<file path="src/rtl/clk_rand_pkg.sv">
// Shared definitions for the clock-randomizer countermeasure blocks:
// selection modes, LFSR defaults and phase-index arithmetic.
package clk_rand_pkg;

    typedef enum logic [1:0] {
        MODE_FIXED  = 2'd0,
        MODE_RANDOM = 2'd1,
        MODE_SWEEP  = 2'd2,
        MODE_HOLD   = 2'd3
    } mode_e;

    // Phase indices are handled at 7 bits so up to 64 phases fit with headroom.
    localparam int IDX_W = 7;

    function automatic logic [31:0] lfsr_default_taps(input int w);
        logic [31:0] taps;
        case (w)
            8:       taps = 32'h0000_00B8;
            16:      taps = 32'h0000_B400;
            24:      taps = 32'h00E1_0000;
            32:      taps = 32'h8020_0003;
            default: taps = 32'h0000_B400;
        endcase
        return taps;
    endfunction

    function automatic logic [31:0] lfsr_default_seed(input int w);
        logic [31:0] seed;
        case (w)
            8:       seed = 32'h0000_00E1;
            default: seed = 32'h0000_ACE1;
        endcase
        return seed;
    endfunction

    function automatic logic [IDX_W-1:0] wrap_idx(input logic [IDX_W-1:0] c,
                                                  input logic [IDX_W-1:0] n);
        return (c >= n) ? (c - n) : c;
    endfunction

    function automatic logic [IDX_W-1:0] inc_idx(input logic [IDX_W-1:0] c,
                                                 input logic [IDX_W-1:0] n);
        return ((c + 7'd1) >= n) ? 7'd0 : (c + 7'd1);
    endfunction

endpackage

</file>
<file path="src/rtl/clk_phase_sel_ctrl_if.sv">
// Control/status bundle between a host and the phase-select generator.
interface clk_phase_sel_ctrl_if #(
    parameter int SEL_W  = 3,
    parameter int CNT_W  = 16,
    parameter int LFSR_W = 16
);
    logic              en;
    logic [1:0]        mode;
    logic [CNT_W-1:0]  period;
    logic [SEL_W-1:0]  fixed_sel;
    logic              seed_load;
    logic [LFSR_W-1:0] seed;
    logic [SEL_W-1:0]  sel;
    logic              sel_valid;
    logic              switch_pulse;

    modport master (
        output en, mode, period, fixed_sel, seed_load, seed,
        input  sel, sel_valid, switch_pulse
    );

    modport slave (
        input  en, mode, period, fixed_sel, seed_load, seed,
        output sel, sel_valid, switch_pulse
    );
endinterface

</file>
<file path="src/rtl/lfsr_gen.sv">
// Galois LFSR with seed load; a zero seed falls back to SEED_DEF so the
// all-zero lockup state can never be entered.
module lfsr_gen
    import clk_rand_pkg::*;
#(
    parameter int           W        = 16,
    parameter logic [W-1:0] TAPS     = W'(lfsr_default_taps(W)),
    parameter logic [W-1:0] SEED_DEF = W'(lfsr_default_seed(W))
) (
    input  logic         clk_in,
    input  logic         rst,
    input  logic         en,
    input  logic         load,
    input  logic [W-1:0] seed,
    output logic [W-1:0] q
);
    logic [W-1:0] q_d;

    // Next state: load beats shift and works even while frozen.
    always_comb begin
        q_d = q;
        if (load) begin
            if (seed == {W{1'b0}}) begin
                q_d = SEED_DEF;
            end else begin
                q_d = seed;
            end
        end else if (en) begin
            q_d = {1'b0, q[W-1:1]} ^ (q[0] ? TAPS : {W{1'b0}});
        end else begin
            q_d = q;
        end
    end

    // State register.
    always_ff @(posedge clk_in) begin
        if (rst) begin
            q <= SEED_DEF;
        end else begin
            q <= q_d;
        end
    end
endmodule

</file>
<file path="src/rtl/clk_phase_sel_ctrl.sv">
// Select generator for the glitch-free phase-clock mux tree: picks a new
// phase index every max(period, MIN_DWELL) enabled cycles and holds it registered.
module clk_phase_sel_ctrl
    import clk_rand_pkg::*;
#(
    parameter int                NUM_PHASES = 8,
    parameter int                SEL_W      = $clog2(NUM_PHASES),
    parameter int                LFSR_W     = 16,
    parameter logic [LFSR_W-1:0] LFSR_TAPS  = LFSR_W'(lfsr_default_taps(LFSR_W)),
    parameter logic [LFSR_W-1:0] SEED_DEF   = LFSR_W'(lfsr_default_seed(LFSR_W)),
    parameter int                CNT_W      = 16,
    parameter int                MIN_DWELL  = 4,
    parameter bit                NO_REPEAT  = 1'b1
) (
    input  logic                  clk_in,
    input  logic                  rst,
    clk_phase_sel_ctrl_if.slave   bus
);
    localparam logic [IDX_W-1:0] N_IDX    = IDX_W'(NUM_PHASES);
    localparam logic [CNT_W-1:0] DWELL    = CNT_W'(MIN_DWELL);
    localparam logic [CNT_W-1:0] DWELL_M1 = CNT_W'(MIN_DWELL - 1);

    logic [CNT_W-1:0]  cnt_q, cnt_d;
    logic [SEL_W-1:0]  sel_q, sel_d;
    logic              pulse_q, pulse_d;
    logic              valid_q;
    logic [LFSR_W-1:0] lfsr_q;
    logic [CNT_W-1:0]  term_s;
    logic              tc_s;
    logic [IDX_W-1:0]  cur_s, rnd_s, nxt_s;
    mode_e             mode_s;

    lfsr_gen #(
        .W        (LFSR_W),
        .TAPS     (LFSR_TAPS),
        .SEED_DEF (SEED_DEF)
    ) u_lfsr (
        .clk_in (clk_in),
        .rst    (rst),
        .en     (bus.en),
        .load   (bus.seed_load),
        .seed   (bus.seed),
        .q      (lfsr_q)
    );

    // Terminal count uses >= so a shrinking period switches on the next edge.
    assign term_s = (bus.period < DWELL) ? DWELL_M1 : (bus.period - CNT_W'(1));
    assign tc_s   = (cnt_q >= term_s);
    assign mode_s = mode_e'(bus.mode);
    assign cur_s  = IDX_W'(sel_q);
    assign rnd_s  = wrap_idx(IDX_W'(lfsr_q[SEL_W-1:0]), N_IDX);

    // Candidate index for the next switch, from the pre-load LFSR value.
    always_comb begin
        nxt_s = cur_s;
        case (mode_s)
            MODE_FIXED:  nxt_s = wrap_idx(IDX_W'(bus.fixed_sel), N_IDX);
            MODE_RANDOM: begin
                if (NO_REPEAT && (rnd_s == cur_s)) begin
                    nxt_s = inc_idx(rnd_s, N_IDX);
                end else begin
                    nxt_s = rnd_s;
                end
            end
            MODE_SWEEP:  nxt_s = inc_idx(cur_s, N_IDX);
            MODE_HOLD:   nxt_s = cur_s;
            default:     nxt_s = cur_s;
        endcase
    end

    // Interval counter and switch decision.
    always_comb begin
        cnt_d   = cnt_q;
        sel_d   = sel_q;
        pulse_d = 1'b0;
        if (bus.en) begin
            if (tc_s) begin
                cnt_d   = {CNT_W{1'b0}};
                sel_d   = nxt_s[SEL_W-1:0];
                pulse_d = (nxt_s != cur_s);
            end else begin
                cnt_d = cnt_q + CNT_W'(1);
            end
        end else begin
            cnt_d = cnt_q;
        end
    end

    // State and output registers.
    always_ff @(posedge clk_in) begin
        if (rst) begin
            cnt_q   <= {CNT_W{1'b0}};
            sel_q   <= {SEL_W{1'b0}};
            pulse_q <= 1'b0;
            valid_q <= 1'b0;
        end else begin
            cnt_q   <= cnt_d;
            sel_q   <= sel_d;
            pulse_q <= pulse_d;
            valid_q <= 1'b1;
        end
    end

    assign bus.sel          = sel_q;
    assign bus.sel_valid    = valid_q;
    assign bus.switch_pulse = pulse_q;
endmodule

</file>
<file path="src/flat_wrapper.sv">
// flat-port wrapper written by rule: the top's interface ports become plain ports
module clk_phase_sel_ctrl_flat import clk_rand_pkg::*;
#(
    parameter int                NUM_PHASES = 8,
    parameter int                SEL_W      = $clog2(NUM_PHASES),
    parameter int                LFSR_W     = 16,
    parameter logic [LFSR_W-1:0] LFSR_TAPS  = LFSR_W'(lfsr_default_taps(LFSR_W)),
    parameter logic [LFSR_W-1:0] SEED_DEF   = LFSR_W'(lfsr_default_seed(LFSR_W)),
    parameter int                CNT_W      = 16,
    parameter int                MIN_DWELL  = 4,
    parameter bit                NO_REPEAT  = 1'b1
)
  (clk_in, rst, bus_en, bus_mode, bus_period, bus_fixed_sel, bus_seed_load, bus_seed, bus_sel, bus_sel_valid, bus_switch_pulse);
  clk_phase_sel_ctrl_if #(.SEL_W(SEL_W), .CNT_W(CNT_W), .LFSR_W(LFSR_W)) bus_i ();
  input  logic clk_in;
  input  logic rst;
  input wire logic [$bits(bus_i.en)-1:0] bus_en;
  input wire logic [$bits(bus_i.mode)-1:0] bus_mode;
  input wire logic [$bits(bus_i.period)-1:0] bus_period;
  input wire logic [$bits(bus_i.fixed_sel)-1:0] bus_fixed_sel;
  input wire logic [$bits(bus_i.seed_load)-1:0] bus_seed_load;
  input wire logic [$bits(bus_i.seed)-1:0] bus_seed;
  output wire logic [$bits(bus_i.sel)-1:0] bus_sel;
  output wire logic [$bits(bus_i.sel_valid)-1:0] bus_sel_valid;
  output wire logic [$bits(bus_i.switch_pulse)-1:0] bus_switch_pulse;
  assign bus_i.en = bus_en;
  assign bus_i.mode = bus_mode;
  assign bus_i.period = bus_period;
  assign bus_i.fixed_sel = bus_fixed_sel;
  assign bus_i.seed_load = bus_seed_load;
  assign bus_i.seed = bus_seed;
  assign bus_sel = bus_i.sel;
  assign bus_sel_valid = bus_i.sel_valid;
  assign bus_switch_pulse = bus_i.switch_pulse;
  clk_phase_sel_ctrl #(.NUM_PHASES(NUM_PHASES), .SEL_W(SEL_W), .LFSR_W(LFSR_W), .LFSR_TAPS(LFSR_TAPS), .SEED_DEF(SEED_DEF), .CNT_W(CNT_W), .MIN_DWELL(MIN_DWELL), .NO_REPEAT(NO_REPEAT)) u_core (.clk_in(clk_in), .rst(rst), .bus(bus_i));
endmodule
</file>
<file path="config.mk">
export PLATFORM = sky130hd
export DESIGN_NAME = clk_phase_sel_ctrl_flat
export DESIGN_NICKNAME = d
export VERILOG_FILES = /design/src/rtl/clk_rand_pkg.sv /design/src/rtl/clk_phase_sel_ctrl_if.sv /design/src/rtl/lfsr_gen.sv /design/src/rtl/clk_phase_sel_ctrl.sv /design/src/flat_wrapper.sv
export SDC_FILE = /design/constraint.sdc
export NUM_CORES = 1
export LEC_CHECK = 0
export BUFFER_PORTS_ARGS = -buffer_cell sky130_fd_sc_hd__buf_2
export CAP_MARGIN = 25
export CORE_UTILIZATION = 35
export CTS_CLUSTER_DIAMETER = 150
export DETAILED_ROUTE_END_ITERATION = 10
export SLEW_MARGIN = 20
export SYNTH_ARGS = -nofsm -noshare
export SYNTH_HDL_FRONTEND = slang
export SYNTH_SLANG_ARGS = --single-unit
</file>
<file path="constraint.sdc">
create_clock -name clk_in -period 8 [get_ports clk_in]
set_input_delay 0.8 -clock clk_in [delete_from_list [all_inputs] [get_ports clk_in]]
set_output_delay 0.8 -clock clk_in [all_outputs]
set_load 0.01 [all_outputs]
</file>
# Yosys cells after proc, flatten, opt, wreduce, memory -nomap -nowiden
# Index checks and enable logic that the tools add are counted.
dict set report word_totals {
  regBits 37
  out_inout_bits 5
  wordCells 37
}
dict set report classes {
  n_addsub 4
  n_lt_le_gt_ge 4
  n_eq_ne 5
  n_mux 11
  bitwise 3
  n_reduce_logical 5
}
# op count
set ops {}
lappend ops {{two-way mux 16 bit} 6}
lappend ops {{one-hot mux 7 bit (4 select lines)} 1}
lappend ops {{two-way mux 7 bit} 3}
lappend ops {{adder 16 x 1 -> 16 bit, second input constant} 1}
lappend ops {{greater-or-equal comparator 16 bit} 1}
lappend ops {{zero test 16 bit} 1}
lappend ops {{less-than comparator 16 x 3 -> 1 bit, second input constant} 1}
lappend ops {{subtractor 16 x 1 -> 16 bit, second input constant} 1}
lappend ops {{bitwise XOR 15 x 16 -> 16 bit} 1}
lappend ops {{greater-or-equal comparator 7 x 4 -> 1 bit, second input constant} 2}
lappend ops {{adder 3 x 1 -> 4 bit, second input constant} 2}
lappend ops {{!= test 7 x 3 -> 1 bit} 1}
lappend ops {{== test 2 bit, second input constant} 2}
lappend ops {{== test 3 bit} 1}
lappend ops {{OR reduction 3 bit} 1}
lappend ops {{== test 2 x 1 -> 1 bit, second input constant} 1}
lappend ops {{zero test 2 bit} 1}
lappend ops {{inverter 1 bit} 2}
lappend ops {{AND reduction 2 bit} 1}
lappend ops {{nonzero test 2 bit} 1}
lappend ops {{two-way mux 1 bit} 1}

# Depth between registers and ports, before layout
dict set report logic_depth {
  depth_word 6
  mapped_depth 14
}

# Cells and area by module
# A second synthesis with hierarchy kept.
dict set report unflattened {
  cells_unflattened 323
  hier_area_um2 2718.9
}
# module n_inst cells_each area_each_um2 seq_area_each_um2
set modules_own_cells {}
lappend modules_own_cells {clk_phase_sel_ctrl 1 235 1843.0 420.4}
lappend modules_own_cells {lfsr_gen 1 88 875.8 320.3}

# Worst setup path after synthesis
# OpenSTA, ideal clock, no wires.
dict set report synth_timing {
  path_kind {input port to flip-flop}
  from {input bus_period[5]}
  to {register u_core.cnt_q[0]}
  arrival_ns 3.344
  required_time_ns 7.936
  path_slack_ns 4.592
  path_stages 14
  path_buffers 1
  cell_sequence {nor4_1 nand2_1 nor2_1 nand2_1 xnor2_1 nand2_1 ha_1 a21o_1 a21o_1 a221oi_1 o221a_2 o21ai_2 buf_2 nor2_1}
}
dict set report synth_via {
  elab_chain_cells 4
  elab_cells_between_ends 5
  cone_classes {add/sub: 1; order compare: 2; mux: 2}
}
# item line_no
set synth_rtl {}
lappend synth_rtl {{start: declaration} flat_wrapper.sv:19} ;# input wire logic [$bits(bus_i.period)-1:0] bus_period;
lappend synth_rtl {{subtractor 16 x 1 -> 16 bit / less-than comparator 16 x 3 -> 1 bit (equally long branches)} clk_phase_sel_ctrl.sv:47} ;# assign term_s = (bus.period < DWELL) ? DWELL_M1 : (bus.period - CNT_W'(1));
lappend synth_rtl {{two-way mux 16 bit (*)} clk_phase_sel_ctrl.sv:47}
lappend synth_rtl {{greater-or-equal comparator 16 bit (*)} clk_phase_sel_ctrl.sv:48} ;# assign tc_s = (cnt_q >= term_s);
lappend synth_rtl {{two-way mux 16 bit (*)} clk_phase_sel_ctrl.sv:77} ;# if (tc_s) begin
lappend synth_rtl {{end signal: assignment} clk_phase_sel_ctrl.sv:92} ;# cnt_q <= {CNT_W{1'b0}};
lappend synth_rtl {{end signal: assignment} clk_phase_sel_ctrl.sv:97} ;# cnt_q <= cnt_d;
lappend synth_rtl {{end: declaration} clk_phase_sel_ctrl.sv:23} ;# logic [CNT_W-1:0] cnt_q, cnt_d;
# Every way passes the cells marked *; elsewhere a longest branch is shown, timed or not.
# A chain may end at the register's enable or synchronous reset.

# Final worst setup path
dict set report layout_timing {
  from {input bus_period[5]}
  to {register u_core.cnt_q[13]}
}
# The elaborated chain is that of the path after synthesis.

==> impl_metrics.toml <==
[floorplanning]
coreArea_um2 = 6982
initial_core_util_pct = 37.08
ios = 46
die-area_um2 = 7744
die_w_um = 88
die_height_um = 88
row_count = 30

[sta]
final_hold_viol_count = 0
drv_slew = 0
final.setup.tns_ps = 0
whs_ps = 523.2
skew_ps = 6.396
rsz0062_at_grt = "no"
tightest_slew_ps = 588.7
fin_crit_sh_pct = 46.70
setup_viol = 0
relSlewSlack_pct = 60.39
setup_ws_ps = 4264
clock.fmax_mhz = 267.7
finalCriticalPeriod_ps = 3736

[synthesis]
synth_top_area_share_pct = 28.61
synth-seq-cells = 37
synth_most_common_cell = "nor2_1"
synth.area.top_cells = "dfxtp_1, ha_1, xor2_1, nor2_1, nand2_1"
syn_avg_cell_area_um2 = 8.065
yosysUniqueCellTypes = 49
synth_area_leader_cell = "dfxtp_1"
dominantRegCellSynth = "dfxtp_1"
syn_nets = 382
synthCells = 321
synth_edf_count = 0
ys_seq_area_share_pct = 28.61
async_flop_share_pct = 0
syn-cell-area_um2 = 2589
synth_common_cells = "nor2_1, dfxtp_1, nand2_1"
yosysWarnings = 0

[place]
port_buffers = 45
gp_congestion = 0.7929
place_ws_ps = 3929
dp_hpwl_mm = 4.234

[setup_path]
cp-start-kind = "input pin"
path_depth = 14
crit_end = "u_core.cnt_q[13]$_SDFFE_PP0P_"
crit_chain = "buf_2 > nor4_1 > nand2_1 > nor2_1 > nand2_1 > xnor2_1 > nand2_1 > ha_1 > nand4_1 > nor2_1 > o2111ai_1 > o221a_2 > o21ai_2 > nor2_1"
slowest_stage = "nor4_1"
path_class = "input pin to flop"
ff2ff_setup_slack_ps = 5850
rr_startpoint = "u_core.cnt_q[13]$_SDFFE_PP0P_"
end_kind = "flop"
cp.required_ps = 8150
startpoint = "bus_period[5]"
rr_worst_depth = 7
arrival_ps = 3880
r2r-end = "u_core.cnt_q[13]$_SDFFE_PP0P_"
critPathBufInv = 1
crit_fanout = 15
slowest_delay_ps = 550
path_delay_family = "simple AND/OR/NAND/NOR gates"

[power_and_ir_drop]
irDropWorstVdd_mv = 0.07785
p_per_area_nw_per_um2 = 133.1
leakage_uw = 0.001321

[routing]
first_iter_violations = 78
wl_mm = 5.618
vias = 2276
routedWlPerCell_um = 12.37
route.detailed.drc = 0
routed_via_density = 5.013
antenna_left = 0
drt-pass1-iter-count = 4

[global_routing]
grt-busiest-layer = "met2"
grtUsageTotal_pct = 15.41
grt_overflow_total = 0
grt_max_degree = 28
gr-usage-met1_pct = 19.84
use_met3_pct = 2.922
use_met2_pct = 26.15
antenna_found_initial = 0
grt_pass1_vias = 2065
grt_pass1_wl_mm = 9.425

[flow_run]
max_cap_violations = 0

[final_layout]
seq_area_um2 = 740.7
fillers = 748
multi_input_area_um2 = 1737
n_antenna_cell = 0
area_growth_pct = 13.10
final_nets = 418
drive_above_1_share_pct = 18.16

[clock_tree]
cts_resized = 0
cts.clk_slew.worst_paths_ps = 70
holdBufCountCts = 0
numCtsBuffers = 5
post_cts_buffers = 0
root_buffer = "clkbuf_8"
clock_sinks = 37
htree_levels = 2
ctsLongestPathBuffers = 2
clk_latency_ps = 280
cts_tree = "yes"

[worst_hold_path]
min_path_type = "flop to flop"

[outcome]
status = "complete, no violations"
report_power, final:
group          switching, uW  internal (uW)
registers               6.33            191
logic                   36.2           32.1
clock network           63.6           60.4
cell type report:
class	instances	share of cell area [%]
Clock buffer	6	2.479
Tap cell	96	4.103
Inverter	6	0.7692
Sequential cell	37	25.30
Timing Repair Buffer	45	7.692
Multi-Input combinational cell	262	59.32
Clock inverter	2	0.3419
sequential cells by signal, indices dropped and copies added, names as in the netlist:
signal,flops
u_core.u_lfsr.q,16
u_core.bus.switch_pulse,1
u_core.cnt_q,16
u_core.bus.sel_valid,1
u_core.bus.sel,3
worst reg2reg max path: stages (launching register included):
cell and delay, ps:
dfxtp_1 350, ha_1 310, nand4_1 130, nor2_1 160, o2111ai_1 120, o221a_2 330, o21ai_2 500, nor2_1 110
kinds of logic (layout without fill, tap and decap cells):
logic type | Yosys count | after routing | share of synthesized area, %
simple gates | 133 | 133 | 23.88
compound gates | 58 | 58 | 15.23
flops | 37 | 37 | 28.61
xor+xnor | 36 | 36 | 12.18
buf+inv | 22 | 59 | 4.301
fa+ha+maj | 20 | 20 | 9.667
mux | 15 | 15 | 6.139
how the worst min path moves through the flow:
| stage | slack [ps] | endpoint | startpoint | depth (start not counted) |
|---|---|---|---|---|
| detailed placement | 510 | u_core.cnt_q[1]$_SDFFE_PP0P_ | u_core.cnt_q[1]$_SDFFE_PP0P_ | 2 |
| CTS | 520 | u_core.cnt_q[1]$_SDFFE_PP0P_ | u_core.cnt_q[1]$_SDFFE_PP0P_ | 2 |
| finish | 520 | u_core.cnt_q[1]$_SDFFE_PP0P_ | u_core.cnt_q[1]$_SDFFE_PP0P_ | 2 |
| global placement | 500 | u_core.cnt_q[1]$_SDFFE_PP0P_ | u_core.cnt_q[1]$_SDFFE_PP0P_ | 2 |
| global route | 550 | u_core.cnt_q[1]$_SDFFE_PP0P_ | u_core.cnt_q[1]$_SDFFE_PP0P_ | 2 |
| floorplan | 480 | u_core.cnt_q[1]$_SDFFE_PP0P_ | u_core.cnt_q[1]$_SDFFE_PP0P_ | 2 |
stage by stage:
stage               cells  utilization, %  power (uW)  cell area [um2]
detailed placement    446           40.75       270.0             2845
CTS                   454           41.94       394.3             2928
floorplan             321               -       247.1             2589
finish                454           41.94       389.6             2928
global route          454           41.94       413.7             2928
global placement      446           40.75       269.0             2845
metal layers:
layer,share of wire [%],vias up,wire length (um)
met2,46,25,2597
met5,0,-,0
met3,3.0,4,169
met4,0.85,0,48
met1,50,1035,2803
li1,-,1212,-
placed cells by master (no fill, tap or decap), drive strengths merged, types with 2 or more instances in the layout:
| master | n |
|---|---|
| buf | 45 |
| nor4 | 7 |
| a21o | 8 |
| xnor2 | 13 |
| nor2 | 45 |
| o21ai | 4 |
| and3 | 4 |
| nor3 | 8 |
| o211ai | 4 |
| nand2 | 37 |
| nand2b | 5 |
| o31ai | 2 |
| a31oi | 3 |
| clkbuf | 6 |
| mux2 | 7 |
| nand3b | 2 |
| a211oi | 3 |
| xor2 | 23 |
| ha | 20 |
| dfxtp | 37 |
| a21oi | 15 |
| inv | 6 |
| nand4 | 7 |
| o22ai | 8 |
| mux2i | 8 |
| clkinv | 2 |
| nand3 | 12 |
(Power assumes the default switching activity.)
